`config.mk`:
```
export PLATFORM = sky130hd
export DESIGN_NAME = bist_apb_requester
export DESIGN_NICKNAME = d
export VERILOG_FILES = /design/src/rtl/bist_apb_pkg.sv /design/src/rtl/bist_apb_requester.sv
export SDC_FILE = /design/constraint.sdc
export NUM_CORES = 1
export LEC_CHECK = 0
export CELL_PAD_IN_SITES_DETAIL_PLACEMENT = 1
export CELL_PAD_IN_SITES_GLOBAL_PLACEMENT = 1
export CORE_MARGIN = 4
export CORE_UTILIZATION = 29
export CTS_BUF_LIST = sky130_fd_sc_hd__clkbuf_16
export DETAILED_ROUTE_END_ITERATION = 10
export HOLD_SLACK_MARGIN = 0.15
export PLACE_DENSITY_LB_ADDON = 0.1
export SLEW_MARGIN = 25
export SYNTH_ARGS = -nofsm -noshare
export SYNTH_HDL_FRONTEND = slang
export SYNTH_SLANG_ARGS = --single-unit
```
`constraint.sdc`:
```
create_clock -name clk_i -period 3.83 [get_ports clk_i]
set_input_delay 1.149 -clock clk_i [delete_from_list [all_inputs] [get_ports clk_i]]
set_output_delay 1.149 -clock clk_i [all_outputs]
set_load 0.01 [all_outputs]
```
`src/rtl/bist_apb_pkg.sv`:
```
// Shared definitions for the BIST APB requester and the execution-block completer.
package bist_apb_pkg;

    typedef enum logic [1:0] {
        IDLE   = 2'd0,
        SETUP  = 2'd1,
        ACCESS = 2'd2,
        RESP   = 2'd3
    } apb_req_state_e;

    // Status register polled automatically when the BIST error interrupt fires.
    localparam logic [31:0] STATUS_ADDR_DEFAULT = 32'h0000_0004;

    // BIST register map of the execution-block completer.
    localparam logic [31:0] BIST_REG_CTRL      = 32'h0000_0000;
    localparam logic [31:0] BIST_REG_STATUS    = 32'h0000_0004;
    localparam logic [31:0] BIST_REG_ERR_CNT   = 32'h0000_0008;
    localparam logic [31:0] BIST_REG_SIGNATURE = 32'h0000_000C;

endpackage

```
`src/rtl/bist_apb_requester.sv`:
```
// APB requester for the BIST execution block: one APB transfer per host command,
// autonomous status read on a BIST error interrupt edge, and a bounded wait for pready.
//
// state  | meaning
// IDLE   | waiting for an auto-poll or a host command
// SETUP  | APB setup phase (psel=1, penable=0)
// ACCESS | APB access phase, waiting for pready or timeout
// RESP   | response held until the host consumes it
module bist_apb_requester
    import bist_apb_pkg::*;
#(
    parameter int AddrWidth     = 32,
    parameter int DataWidth     = 32,
    parameter int TimeoutCycles = 16,
    parameter logic [AddrWidth-1:0] StatusAddr = AddrWidth'(STATUS_ADDR_DEFAULT)
) (
    input  logic                 clk_i,
    input  logic                 rst_i,
    input  logic                 cmd_valid_i,
    output logic                 cmd_ready_o,
    input  logic                 cmd_write_i,
    input  logic [AddrWidth-1:0] cmd_addr_i,
    input  logic [DataWidth-1:0] cmd_wdata_i,
    output logic                 rsp_valid_o,
    input  logic                 rsp_ready_i,
    output logic [DataWidth-1:0] rsp_rdata_o,
    output logic                 rsp_err_o,
    output logic                 rsp_auto_o,
    input  logic                 bist_error_irq_i,
    output logic                 busy_o,
    output logic [AddrWidth-1:0] paddr_o,
    output logic                 psel_o,
    output logic                 penable_o,
    output logic                 pwrite_o,
    output logic [DataWidth-1:0] pwdata_o,
    input  logic [DataWidth-1:0] prdata_i,
    input  logic                 pready_i
);

    localparam int CntWidth = $clog2(TimeoutCycles + 1);
    localparam logic [CntWidth-1:0] CntLast = CntWidth'(TimeoutCycles - 1);

    apb_req_state_e state, state_next;

    logic                 irq_q;
    logic                 irq_rise;
    logic                 auto_pend;
    logic                 auto_flag;
    logic [CntWidth-1:0]  cnt;
    logic                 wr_q;
    logic [AddrWidth-1:0] addr_q;
    logic [DataWidth-1:0] wdata_q;
    logic [DataWidth-1:0] rdata_q;
    logic                 err_q;

    logic launch_auto;
    logic launch_cmd;
    logic done_ok;
    logic done_to;

    assign irq_rise = bist_error_irq_i & ~irq_q;

    // State register.
    always_ff @(posedge clk_i) begin
        if (rst_i) begin
            state <= IDLE;
        end else begin
            state <= state_next;
        end
    end

    // Next-state decode; auto-poll outranks a host command waiting in IDLE.
    always_comb begin
        state_next  = state;
        launch_auto = 1'b0;
        launch_cmd  = 1'b0;
        done_ok     = 1'b0;
        done_to     = 1'b0;
        case (state)
            IDLE: begin
                if (auto_pend) begin
                    launch_auto = 1'b1;
                    state_next  = SETUP;
                end else if (cmd_valid_i) begin
                    launch_cmd = 1'b1;
                    state_next = SETUP;
                end
            end
            SETUP: state_next = ACCESS;
            ACCESS: begin
                if (pready_i) begin
                    done_ok    = 1'b1;
                    state_next = RESP;
                end else if (cnt == CntLast) begin
                    done_to    = 1'b1;
                    state_next = RESP;
                end
            end
            RESP: begin
                if (rsp_ready_i) begin
                    state_next = IDLE;
                end
            end
            default: state_next = IDLE;
        endcase
    end

    // IRQ edge capture, transfer latches, timeout counter and response capture.
    always_ff @(posedge clk_i) begin
        if (rst_i) begin
            irq_q     <= 1'b0;
            auto_pend <= 1'b0;
            auto_flag <= 1'b0;
            cnt       <= '0;
            wr_q      <= 1'b0;
            addr_q    <= '0;
            wdata_q   <= '0;
            rdata_q   <= '0;
            err_q     <= 1'b0;
        end else begin
            irq_q <= bist_error_irq_i;

            // A new edge in the launch cycle must not be lost, so set beats clear.
            if (irq_rise) begin
                auto_pend <= 1'b1;
            end else if (launch_auto) begin
                auto_pend <= 1'b0;
            end

            if (launch_auto) begin
                auto_flag <= 1'b1;
                wr_q      <= 1'b0;
                addr_q    <= StatusAddr;
                wdata_q   <= '0;
            end else if (launch_cmd) begin
                auto_flag <= 1'b0;
                wr_q      <= cmd_write_i;
                addr_q    <= cmd_addr_i;
                wdata_q   <= cmd_wdata_i;
            end

            if (launch_auto || launch_cmd) begin
                cnt <= '0;
            end else if (state == ACCESS) begin
                cnt <= cnt + CntWidth'(1);
            end

            if (done_ok) begin
                rdata_q <= wr_q ? '0 : prdata_i;
                err_q   <= 1'b0;
            end else if (done_to) begin
                rdata_q <= '0;
                err_q   <= 1'b1;
            end
        end
    end

    // Held low during reset so every output reads 0 while rst_i is asserted.
    assign cmd_ready_o = (state == IDLE) && !auto_pend && !rst_i;
    assign busy_o      = (state != IDLE);
    assign psel_o      = (state == SETUP) || (state == ACCESS);
    assign penable_o   = (state == ACCESS);
    assign pwrite_o    = wr_q;
    assign paddr_o     = addr_q;
    assign pwdata_o    = wdata_q;
    assign rsp_valid_o = (state == RESP);
    assign rsp_rdata_o = rdata_q;
    assign rsp_err_o   = err_q;
    assign rsp_auto_o  = auto_flag;

endmodule

```
Word-level counts from Yosys, hierarchy flattened --
Index checks and enable logic that the tools add are counted.
Word-level totals: register bits after elaboration 108, latch bits 0, bits in writable memories 0, memory bits (read-only) 0, bits of input ports 103, memories kept 0
Cells by class: $add $sub $neg 1, multipliers 0, div/mod/pow operators 0, $lt $le $gt $ge 0, equal/unequal tests 7, shifts and indexed selects 0, mux-type cells 25, bitwise logic cells 2, reduce and logical (&&, ||, !) cells 15
Operators with widths (count):
- 32-bit two-way mux | 3
- 1-bit two-way mux | 14
- 2-bit two-way mux | 5
- 2-bit case mux with 4 select lines | 1
- 2-bit nonzero test | 4
- 3-bit two-way mux | 2
- 2-bit OR reduction | 3
- 5-bit by 1-bit adder with 5-bit output (second input constant) | 1
- 5-bit by 4-bit equality test with 1-bit output (second input constant) | 1
- 2-bit equality test (second input constant) | 2
- 3-bit by 1-bit != test with 1-bit output (second input constant) | 1
- 3-bit != test (second input constant) | 1
- 3-bit AND reduction | 1
- 2-bit by 1-bit equality test with 1-bit output (second input constant) | 1
- 1-bit logical AND | 2
- 1-bit zero test | 2
- 2-bit zero test | 1
- 1-bit logical OR | 2
- 2-bit by 1-bit != test with 1-bit output (second input constant) | 1
- 1-bit AND | 1
- 1-bit NOT | 1

Depth between registers and ports, before layout --
depth after elaboration 6, gate-level depth with buffers 7

Least setup slack after synthesis --
No wires, ideal clock.
path kind in2out, from in rst_i, to out cmd_ready_o, arrival 1.600 ns, data required time 2.681 ns, path slack 1.081 ns, stages on the path 2, cell sequence clkbuf_1 -> nor3_1
Between the ends: longest elaborated chain between the ends 2
RTL lines:
- start, declared | RTL line bist_apb_requester.sv:18 | input logic rst_i,
- 1-bit zero test | RTL line bist_apb_requester.sv:159 | assign cmd_ready_o = (state == IDLE) && !auto_pend && !rst_i;
- 1-bit logical AND | RTL line bist_apb_requester.sv:159
- end, declared | RTL line bist_apb_requester.sv:20 | output logic cmd_ready_o,
Every way passes these cells.

Worst setup path in the final report --
Same ends and word-level chain as after synthesis.

==> metrics.yaml <==
worst_setup_path:
  rr_startpoint: "state[0]"
  crit_chain: "clkdlybuf4s50_1 -> nor3_1 -> clkdlybuf4s50_1"
  worstSetupEndpointType: "output port"
  r2r_setup_slack_ns: 1.83
  max_stage_delay_ns: 0.61
  crit_start: "rst_i"
  arrival_ns: 2.44
  rr_worst_depth: 5
  critPathKind: "in -> out"
  r2r_end: "rsp_rdata_o[25]"
  crit_end: "cmd_ready_o"
  crit_path_start_kind: "primary input"
  cp_slowest_cell: "clkdlybuf4s50_1"
  cp_max_fo: 2
  path_common_cell: "clkdlybuf4s50_1"
  required_ns: 2.68
synth:
  postSynthNetCount: 559
  ys_seq_area_share_pct: 55.4
  synth_edf_count: 0
  avgSynthCellArea_um2: 8.67
  syn_inst: 450
  yosysTopAreaCellShare_pct: 55.4
  yosys-top-cells-area: "dfxtp_1, nand2_1, a21oi_1"
  synth.distinct_cells: 30
  ys_ff_latch: 108
  yosys_warnings: 0
  synth_ff_type: "dfxtp_1"
  syn_area_mm2: 0.00390
  ys_async_sr_fraction_pct: 0
  yosysTopAreaCell: "dfxtp_1"
die:
  die_w_um: 124
  top_level_ports: 207
  dieHeight_um: 124
  fp.dieArea_mm2: 0.0154
  start_util_pct: 29.6
  rows: 42
  core_area_mm2: 0.0132
global_routing:
  grt.overflow.total: 0
  use_met3_pct: 4.50
  grt_pass1_vias: 3912
  grt_max_degree: 48
  busiest_layer: "met2"
  grt_pass1_wl_um: 19500
  antenna_found_initial: 0
  use_met1_pct: 19.6
  use_met2_pct: 27.6
  grt.total_usage_pct: 16.3
cts:
  clk_pin_slew_ns: 0.07
  clock-sinks: 108
  postCtsHoldBufs: 0
  clk_latency_ns: 0.35
  cts_buffers: 9
  cts_htree_levels: 3
  cts_root_buf: "clkbuf_16"
  cts_resized: 0
  cts_buffer_depth: 2
  postCtsSetupRepairBufs: 0
  cts_tree: "yes"
placed_design:
  dp_slack_ns: 0.231
  port_buffers: 206
  gp_congestion: 0.744
  dp_hpwl_um: 9440
sta:
  finClkSkew_ns: 0.00419
  post-route-period-util_pct: 93.7
  worst_slack_ns: 0.243
  drv_slew: 0
  fmax_ghz: 0.279
  rsz0062_at_grt: "false"
  worstMarginPinSlew_ns: 0.639
  finalHoldViolCount: 0
  period_minus_slack_ns: 3.59
  relSlewSlack_pct: 57.4
  final-setup-viol-count: 0
  setup_tns_ns: 0
drt:
  ant_nets: 0
  avgViaCountPerCell: 4.62
  num_vias: 3796
  dr.pass1.iters: 4
  drc: 0
  routed_wl_um: 12800
  drtIter0Drc: 188
  wl_per_cell_um: 15.6
power:
  max-vdd-ir-drop_uv: 199
  power.density_mw_per_mm2: 529
  p_leak_nw: 2.28
hold_path:
  hp-class: "reg -> reg"
final_layout:
  areaGrowthSynthToFinish_pct: 62.5
  final_common_cell: "clkdlybuf4s50_1"
  fin_nets: 750
  drive_gt1_share_pct: 3.72
  layout_common_cells: "clkdlybuf4s50_1, nand2_1, dfxtp_1, a21oi_1, nor2_1"
  diodes: 0
outcome:
  outcome: "finished, final reports clean"
run:
  max_cap_violations: 0
[how the worst min path moves through the flow]
stage	start	cells past startpoint	slack, ns	end
after global routing	paddr_o[2]	2	0.47	paddr_o[2]
after global placement	paddr_o[2]	2	0.44	paddr_o[2]
final	paddr_o[2]	2	0.44	paddr_o[2]
after detailed placement	paddr_o[2]	2	0.44	paddr_o[2]
after floorplan	paddr_o[2]	2	0.47	paddr_o[2]
after CTS	paddr_o[2]	2	0.45	paddr_o[2]
[where the power goes]
part	switching, mW	leakage (nW)	total [mW]	internal, mW
sequential	0.0753	0.878	1.34	1.27
combinational	0.530	1.25	1.04	0.515
clock	0.400	0.158	0.965	0.565
total	1.00	2.28	3.35	2.35
[sequential cells by signal, indices dropped and copies added, names as in the netlist]
signal / flops
paddr_o: 32
rsp_auto_o: 1
cnt: 5
pwdata_o: 32
state: 2
rsp_err_o: 1
irq_q: 1
pwrite_o: 1
rsp_rdata_o: 32
auto_pend: 1
[cell families after synthesis]
| family | count (synthesis) | share of synthesized area (%) |
|---|---|---|
| and+or+nand+nor | 186 | 19.1 |
| AOI/OAI and AO/OA | 107 | 16.2 |
| xor gates and xnor gates | 3 | 0.674 |
| adders and majority gates | 6 | 1.92 |
| buffers and inverters | 39 | 6.51 |
| DFF | 108 | 55.4 |
| muxes | 1 | 0.257 |
[synth_stat cells (4+ instances only)]
cell      count
nand2_1     134
dfxtp_1     108
a21oi_1      67
nor2_1       38
a22oi_1      33
buf_2        10
buf_4         9
buf_6         8
inv_1         7
ha_1          6
clkbuf_1      4
[metal layers]
layer / vias up / routed length, um
met1: 1790 / 5410
met4: 0 / 252
met2: 121 / 6290
li1: 1869 / -
met3: 16 / 860
met5: - / 0
[layout make-up]
class / instances / area [um2]
Fill cell: 1526 / 6850
Sequential cell: 108 / 2160
Timing Repair Buffer: 212 / 2130
Multi-Input combinational cell: 303 / 1490
Clock buffer: 9 / 225
Tap cell: 176 / 220
Clock inverter: 7 / 82.6
Inverter: 7 / 26.3
[worst max-delay path, delay by kind of cell]
family | cells | cell delay (ns)
AND/OR/NAND/NOR | 1 | 0.23
buffers and inverters | 2 | 1.06
[through the flow]
stage          hold WS (ns)  power [mW]  util [%]  cell area, um2  std cells
2_1_floorplan         0.467        1.93         -            3900        450
3_3_place_gp          0.442        2.40      45.7            6030        806
3_5_place_dp          0.441        2.43      45.7            6030        806
4_1_cts               0.452        3.42      48.1            6340        822
5_1_grt               0.469        3.57      48.1            6340        822
6_report              0.445        3.35      48.1            6340        822
(Power assumes the default switching activity.)
